File: config.mk
export PLATFORM = sky130hd
export DESIGN_NAME = multicast_input_buffer
export DESIGN_NICKNAME = d
export VERILOG_FILES = /design/src/rtl/multicast_input_buffer.sv
export SDC_FILE = /design/constraint.sdc
export NUM_CORES = 1
export LEC_CHECK = 0
export CAP_MARGIN = 0
export CELL_PAD_IN_SITES_DETAIL_PLACEMENT = 2
export CELL_PAD_IN_SITES_GLOBAL_PLACEMENT = 2
export CORE_ASPECT_RATIO = 2
export CORE_MARGIN = 10
export CORE_UTILIZATION = 44
export DETAILED_ROUTE_END_ITERATION = 10
export MAX_ROUTING_LAYER = met4
export PLACE_DENSITY = 0.84
export SLEW_MARGIN = 5
export SYNTH_ARGS = -nofsm -noshare
export SYNTH_HDL_FRONTEND = slang
export SYNTH_SLANG_ARGS = --single-unit
File: constraint.sdc
create_clock -name ma_clk -period 5.2 [get_ports ma_clk]
set_input_delay 1.04 -clock ma_clk [delete_from_list [all_inputs] [get_ports ma_clk]]
set_output_delay 1.04 -clock ma_clk [all_outputs]
set_load 0.005 [all_outputs]
File: src/rtl/multicast_input_buffer.sv
// multicast_input_buffer
//   Router input FIFO holding multicast flits. The head flit carries a
//   5-bit output-port mask {W,N,E,S,L} in its top bits; output ports
//   acknowledge it independently through 'served', and the flit leaves
//   the FIFO only once every port in its mask has taken it.
//
// Ports
//   ma_clk     in   clock, all state on rising edge
//   rst_n      in   asynchronous active-low reset
//   valid_in   in   upstream flit valid
//   data_in    in   [DATASIZE-1:0] flit, mask in [DATASIZE-1 -: 5]
//   full       out  back-pressure, high when count == DEPTH
//   label_out  out  [4:0] pending port mask of the head flit (0 if none)
//   data_out   out  [DATASIZE-1:0] head flit data (0 if none)
//   served     in   [4:0] per-port consume acknowledgement
//   count      out  [WIDTH:0] FIFO occupancy including the head entry
module multicast_input_buffer #(
  parameter int DEPTH    = 4,
  parameter int WIDTH    = 2,
  parameter int DATASIZE = 30
) (
  input  logic                ma_clk,
  input  logic                rst_n,
  input  logic                valid_in,
  input  logic [DATASIZE-1:0] data_in,
  output logic                full,
  output logic [4:0]          label_out,
  output logic [DATASIZE-1:0] data_out,
  input  logic [4:0]          served,
  output logic [WIDTH:0]      count
);

  localparam logic [WIDTH:0] DEPTH_C = (WIDTH+1)'(DEPTH);

  logic [DATASIZE-1:0] mem_q [DEPTH];
  logic [WIDTH-1:0]    wr_ptr_q, wr_ptr_d;
  logic [WIDTH-1:0]    rd_ptr_q, rd_ptr_d;
  logic [WIDTH:0]      count_q, count_d;
  logic                head_valid_q, head_valid_d;
  logic [4:0]          pending_q, pending_d;

  logic                wr_en;
  logic                pop;
  logic                load;
  logic [4:0]          pend_left;

  // full depends only on registered occupancy, so a pop this cycle never
  // opens a slot for a write in the same cycle.
  assign full  = (count_q == DEPTH_C);
  assign wr_en = valid_in & ~full;

  // Served bits outside the pending mask simply fall away in the AND.
  assign pend_left = pending_q & ~served;
  assign pop       = head_valid_q & (pend_left == 5'b0);
  // Loading only from the idle-head state gives the one-cycle bubble after
  // every pop and lets a zero-mask head pop on the following edge.
  assign load      = ~head_valid_q & (count_q != '0);

  always_comb begin
    wr_ptr_d     = wr_ptr_q;
    rd_ptr_d     = rd_ptr_q;
    count_d      = count_q;
    head_valid_d = head_valid_q;
    pending_d    = pending_q;

    if (wr_en) wr_ptr_d = wr_ptr_q + 1'b1;
    if (pop)   rd_ptr_d = rd_ptr_q + 1'b1;

    if (wr_en && !pop)      count_d = count_q + 1'b1;
    else if (pop && !wr_en) count_d = count_q - 1'b1;

    if (head_valid_q) begin
      pending_d = pend_left;
      if (pop) head_valid_d = 1'b0;
    end else if (load) begin
      pending_d    = mem_q[rd_ptr_q][DATASIZE-1 -: 5];
      head_valid_d = 1'b1;
    end
  end

  always_ff @(posedge ma_clk or negedge rst_n) begin
    if (!rst_n) begin
      wr_ptr_q     <= '0;
      rd_ptr_q     <= '0;
      count_q      <= '0;
      head_valid_q <= 1'b0;
      pending_q    <= 5'b0;
    end else begin
      wr_ptr_q     <= wr_ptr_d;
      rd_ptr_q     <= rd_ptr_d;
      count_q      <= count_d;
      head_valid_q <= head_valid_d;
      pending_q    <= pending_d;
    end
  end

  // Storage needs no reset: contents are only visible through the head,
  // which is gated by head_valid.
  always_ff @(posedge ma_clk) begin
    if (wr_en) mem_q[wr_ptr_q] <= data_in;
  end

  assign label_out = head_valid_q ? pending_q : 5'b0;
  assign data_out  = head_valid_q ? mem_q[rd_ptr_q] : '0;
  assign count     = count_q;

endmodule

==> key figures, run 1 <==
Synthesis
  – Area leader, netlist: edfxtp_1
  – Top-count cell post-synth: edfxtp_1
  – Synth Net Count: 309
  – Synthesis Warnings: 0
  – Synth top area cells: edfxtp_1, mux4_2, dfrtp_1
  – Seq/Total Area, Yosys: 0.747
  – Post-Syn Area per Cell: 19.8 sq um
  – Async S/R FF share, synth: 0.0977
  – Netlist cell types: 26
  – Main synth FF type: edfxtp_1
  – Most common library cells after synthesis: edfxtp_1, and2_1, mux4_2
  – Post-Syn Area: 0.00526 sq mm
  – Cells after Synth: 265
  – Yosys reg bits: 133
  – Share of Yosys cell area claimed by the top area cell type: 0.686
  – Post-synth EDFFs: 120

Route
  – Drt first pass iters: 4
  – Post-DR wirelength/cell: 25.6 microns
  – Initial DRC count: 90
  – DRC Markers: 0
  – Post-DR vias/cell: 5.26
  – Vias: 2,679
  – Final ANT Viol Nets: 0
  – Post-Route WL: 13.0 mm

Final layout
  – Area grow syn2layout: 28.1%
  – Fill cells: 944
  – Layout cells sized above 1: 0.204
  – Final nets: 395
  – Fin area: 0.00673 sq mm

STA
  – Worst Clk Skew: 6.71 ps
  – Setup ws final: 1300 ps
  – Hold_ws: 525 ps
  – Slew Viols, Final: 0
  – Relative slew slack: 0.269
  – Final hold viol count: 0
  – Post-layout min period: 3900 ps
  – Worst slew pin tran: 1100 ps
  – Fmax: 256 MHz
  – RSZ-0062 raised after global routing: false
  – Final worst path period share: 0.751
  – Setup TNS Final: 0 ps
  – Final setup fails: 0

Power and ir drop
  – Leak: 2.28 nW
  – Max VDD drop: 361 uV
  – Tot Pwr: 4.06 mW
  – Pwr/cell area: 603 mW/mm^2

Clock network
  – Setup Fix Bufs, Post-CTS: 0
  – Clock slew at reported path FFs: 60 ps
  – CTS tree: built
  – Number of buffers created by CTS: 17
  – # H-tree levels: 4
  – Latest clock arrival within the worst-skew pair: 410 ps
  – CTS Buffer Depth: 2
  – Hold-fix buffers, CTS: 0
  – Root buffer cell: clkbuf_16
  – Sink Count: 133
  – # resized after CTS: 0

Flow run
  – Max-cap violations: 0

Setup path
  – Crit Path Category: flop to output pin
  – CP startpoint kind: flop
  – CP delay by family, top: flip-flops
  – Crit path DAT: 2860 ps
  – Crit path max-delay cell type: dfrtp_2
  – Setup slack, reg-to-reg: 2670 ps
  – Crit path largest cell delay: 1070 ps
  – Worst path bufs/invs: 1
  – Type of element capturing the critical path: output pin
  – Critical Path, Cell by Cell: mux4_2 -> and2_1 -> clkdlybuf4s50_1
  – Critical Path RT: 4160 ps
  – Max FO, Critical Path: 31

Die
  – Die Ht: 175 microns
  – Chip width: 97.3 microns
  – Core area: 0.0117 sq mm
  – Starting density of the core: 0.449
  – Cell row count: 56
  – Die Footprint: 0.0170 sq mm
  – IO Pins: 77

GRT
  – Vias in the first global route: 3,138
  – Initial antenna violation count: 1
  – Largest net degree at the start of global routing: 37
  – First-pass GRT wire length: 20.3 mm
  – GR Overflow Total: 0
  – GRT Util Overall: 0.164

Placed design
  – Port bufs: 76
  – RePlAce Congestion: 0.748
  – Dpl hpwl: 8.57 mm
  – DP Area: 0.00617 sq mm
  – Dpl ws: 1650 ps

Status
  – Status: completed

Worst hold path
  – Worst min path class: flop to flop
## flip-flops by register name, summed over array words and instances (netlist names)
register and cells:
count 3, head_valid_q 1, mem_q 120, pending_q 5, rd_ptr_q 2, wr_ptr_q 2
## area by class of cell
type | count | area, sq um | share of cell area
Multi-Input combinational cell | 115 | 1260 | 0.188
Antenna cell | 1 | 2.50 | 0.000372
Clock inverter | 14 | 129 | 0.0191
Inverter | 6 | 22.5 | 0.00335
Timing Repair Buffer | 78 | 776 | 0.115
Sequential cell | 133 | 3930 | 0.584
Tap cell | 145 | 181 | 0.0270
Clock buffer | 17 | 425 | 0.0632
## worst register-to-register path: stages (launching register included)
cell	delay, ps
dfrtp_1	510
buf_4	400
o21ai_1	210
nor2_2	180
inv_1	80
ha_1	220
inv_1	110
fa_1	420
mux2_2	270
## final timing paths
path,end,startpoint,cells after the start
hold / removal,pending_q[2]$_DFFE_PN0P_,pending_q[2]$_DFFE_PN0P_,2
min in group asynchronous,count[2]$_DFFE_PN0P_,rst_n,1
hold reg to reg,pending_q[2]$_DFFE_PN0P_,pending_q[2]$_DFFE_PN0P_,2
setup / recovery,data_out[16],rd_ptr_q[0]$_DFFE_PN0P_,3
setup reg to reg,count[1]$_DFFE_PN0P_,head_valid_q$_DFF_PN0_,8
max in group asynchronous,rd_ptr_q[0]$_DFFE_PN0P_,rst_n,1
## routing by layer
| metal | wire length (microns) | track usage |
|---|---|---|
| met5 | 0 | - |
| met2 | 7800 | 0.299 |
| met1 | 4650 | 0.165 |
| met3 | 388 | 0.0340 |
| met4 | 174 | 0.0646 |
## kinds of logic (layout without fill, tap and decap cells)
group | after synthesis | after routing | share of synthesized area
AO/OA/AOI/OAI | 7 | 7 | 0.00809
XOR/XNOR | 6 | 6 | 0.0100
adder cells (fa/ha/maj) | 6 | 6 | 0.0157
buffers and inverters | 17 | 115 | 0.0129
flip-flops | 133 | 133 | 0.747
multiplexers | 31 | 31 | 0.131
other | 0 | 1 | 0
AND/OR/NAND/NOR | 65 | 65 | 0.0752
## cells in the final DEF (no fill, tap or decap), drive strengths merged, types with 2 or more instances in the layout
master and n:
nand2 11, and2 39, nor2b 7, clkdlybuf4s50 76, nor2 4, o21ai 4, inv 10, dfrtp 13
xor2 3, clkbuf 17, ha 5, a22oi 3, edfxtp 120, clkinv 4, xnor2 3, clkinvlp 5
buf 2, mux4 30
## metrics by stage
step	instances	util
5_1_grt	509	0.575
2_1_floorplan	265	-
3_5_place_dp	477	0.528
3_3_place_gp	477	0.528
4_1_cts	508	0.575
6_report	509	0.575
## power by group
group          internal, mW  total, mW  switching [mW]
registers              1.43       1.62           0.194
clock network         0.658       1.12           0.462
logic                 0.760       1.32           0.559
total                  2.85       4.06            1.22
Note: power is estimated with default switching activity, not from simulation.
==> inputs of run 2 (changes only) <==
- CORE_UTILIZATION: 44 -> 40
- PLACE_DENSITY: 0.84 -> 0.77
- clock period: 5.2 -> 3.6 ns (I/O delays scaled with it)
==> run 2 against run 1 <==
Non-clock buffer count up 7. Global-route usage down 1.6 points. Die area rose by 8.4%. Routed wire length is 3.4% lower. Critical path type unchanged.
==> key figures, run 2 (synthesis gave the netlist of run 1 again) <==
Route
  – Initial DRC count: 145 (+61%)
  – Drt first pass iters: 5 (+1)
  – Post-DR vias/cell: 5.18 (-1.6%)
  – Vias: 2,708 (+1.1%)
  – Post-Route WL: 12.6 mm (-3.4%)
  – Post-DR wirelength/cell: 24.0 microns (-6.0%)
  – Final ANT Viol Nets: 0 (unchanged)
  – DRC Markers: 0 (unchanged)

Power and ir drop
  – Sw Share: 0.284 (-0.0157)
  – Clk pwr share: 0.298 (+0.022)
  – Pint: 4.37 mW (+53%)
  – Sw power: 1.73 mW (+42%)
  – Max VDD drop: 542 uV (+50%)
  – Leak: 2.37 nW (+3.8%)
  – Combinational power share: 0.341 (+0.016)
  – Pwr/cell area: 887 mW/mm^2 (+47%)
  – Tot Pwr: 6.10 mW (+50%)
  – Sequential power share: 0.361 (-0.038)

Worst hold path
  – Worst min path class: flop to flop
  – Hold path start: count[2]$_DFFE_PN0P_
  – Worst Hold Path Cells: 1 (-1)
  – Hold path endpoint: count[2]$_DFFE_PN0P_

Clock network
  – Clock slew at reported path FFs: 60 ps (about the same)
  – # resized after CTS: 0 (unchanged)
  – Sink Count: 133 (unchanged)
  – CTS tree: built
  – CTS Buffer Depth: 2 (unchanged)
  – Hold-fix buffers, CTS: 0 (unchanged)
  – Number of buffers created by CTS: 17 (unchanged)
  – Root buffer cell: clkbuf_16
  – # H-tree levels: 4 (unchanged)
  – Latest clock arrival within the worst-skew pair: 410 ps (about the same)
  – Setup Fix Bufs, Post-CTS: 0 (unchanged)

STA
  – Final setup fails: 0 (unchanged)
  – Final hold viol count: 0 (unchanged)
  – Fmax: 332 MHz
  – RSZ-0062 raised after global routing: false
  – Final worst path period share: 0.836
  – Worst slew pin tran: 688 ps (-409 ps)
  – Worst Clk Skew: 11.2 ps (+4.49 ps)
  – Relative slew slack: 0.540 (+0.271)
  – Slew Viols, Final: 0 (unchanged)
  – Setup TNS Final: 0 ps (unchanged)
  – Post-layout min period: 3010 ps

Die
  – Starting density of the core: 0.407 (-0.0423)
  – Die Ht: 182 microns (+4.3%)
  – Core area: 0.0129 sq mm (+10%)
  – Die Footprint: 0.0184 sq mm (+8.4%)
  – Cell row count: 59 (+5.4%)
  – Chip width: 101 microns (+3.9%)
  – IO Pins: 77 (unchanged)

Setup path
  – Critical Path, Cell by Cell: buf_12 -> mux4_2 -> and2_1 -> clkdlybuf4s50_1
  – Worst Setup SP: rd_ptr_q[0]$_DFFE_PN0P_
  – Crit Path Category: flop to output pin
  – Crit path max-delay cell type: mux4_2
  – Max FO, Critical Path: 31 (unchanged)
  – Critical Path RT: 2880 ps (-1280 ps)
  – Crit path DAT: 2290 ps (-570 ps)
  – CP startpoint kind: flop
  – Setup slack, reg-to-reg: 1150 ps (-1520 ps)
  – Crit path largest cell delay: 580 ps (-490 ps)
  – Reg2Reg Depth: 8 (unchanged)
  – R2r startpoint: pending_q[4]$_DFFE_PN0P_
  – RR Endpoint: count[1]$_DFFE_PN0P_
  – Type of element capturing the critical path: output pin

Final layout
  – Seq. cell area: 0.00393 sq mm (unchanged)
  – Fill cells: 1,090 (+15%)
  – Area taken by multi-input logic gates: 0.00126 sq mm (unchanged)
  – Commonest non-fill, non-tap cell in the layout: edfxtp_1
  – Max reg flops: 120 (unchanged)
  – Most flops, register: mem_q
  – Layout cells sized above 1: 0.221 (+0.0172)
  – Antenna cell count: 0 (-1)
  – Final nets: 402 (+1.8%)
  – Commonest cells after routing, fill and taps aside: edfxtp_1, clkdlybuf4s50_1, and2_1
  – Area grow syn2layout: 30.8%

Placed design
  – RePlAce Congestion: 0.713 (-4.7%)
  – Dpl hpwl: 8.18 mm (-4.5%)
  – Port bufs: 76 (unchanged)

GRT
  – GR Overflow Total: 0 (unchanged)
  – Vias in the first global route: 3,203 (+2.1%)
  – GRT Util Overall: 0.147 (-0.0163)
  – Largest net degree at the start of global routing: 32 (-14%)
  – Initial antenna violation count: 0 (-1)
  – First-pass GRT wire length: 19.6 mm (-3.3%)

Status
  – Status: completed

Flow run
  – Max-cap violations: 0 (unchanged)
## run 2: changes by cell type in the layout (fill, tap and decap cells not counted), sizes merged
cell      change
buf           +7
bufinv        +3
clkinvlp      -3
clkbuf        +1
clkinv        +1
diode         -1
inv           -1
## run 2: area by class of cell
cell class | count | share of cell area
Inverter | 6 | 0.00328
Tap cell | 152 | 0.0277
Clock inverter | 14 | 0.0288
Sequential cell | 133 | 0.572
Timing Repair Buffer | 85 | 0.122
Clock buffer | 18 | 0.0624
Multi-Input combinational cell | 115 | 0.184
## run 2: how the worst max path moves through the flow
stage	slack (ps)	endpoint	cells past startpoint
5_1_grt	470	data_out[27]	4
6_report	590	data_out[27]	4
3_5_place_dp	400	count[1]$_DFFE_PN0P_	9
3_3_place_gp	460	count[1]$_DFFE_PN0P_	9
2_1_floorplan	1090	count[1]$_DFFE_PN0P_	8
4_1_cts	550	data_out[27]	4
## run 2: per-stage QoR
step	hold slack, ps	setup slack [ps]	std cells	utilization	cell area, sq um
2_1_floorplan	424	1090	265	-	5260
3_3_place_gp	502	463	491	0.484	6250
3_5_place_dp	531	398	491	0.484	6250
4_1_cts	550	545	523	0.532	6880
5_1_grt	571	473	523	0.532	6880
6_report	538	590	523	0.532	6880
## run 2: routing by layer
| layer | wire length, microns | global-route usage | up-vias |
|---|---|---|---|
| met3 | 483 | 0.0375 | 9 |
| met2 | 7320 | 0.257 | 61 |
| li1 | - | - | 1214 |
| met5 | 0 | - | - |
| met4 | 127 | 0.0487 | 0 |
| met1 | 4640 | 0.156 | 1424 |
## run 2: power groups by stage
stage | clock network [mW] | logic [mW] | registers (mW)
6_report | 1.82 | 2.08 | 2.20
5_1_grt | 1.93 | 2.30 | 2.23
4_1_cts | 1.86 | 2.17 | 2.21
3_5_place_dp | 0 | 2.14 | 2.23
3_3_place_gp | 0 | 2.07 | 2.20
2_1_floorplan | 0 | 1.12 | 2.18
## run 2: critical path: cells and delay by family, from the launching register on
family,cells,cell delay [ps]
flops,1,370
buf+inv,2,710
mux,1,580
simple gates,1,200
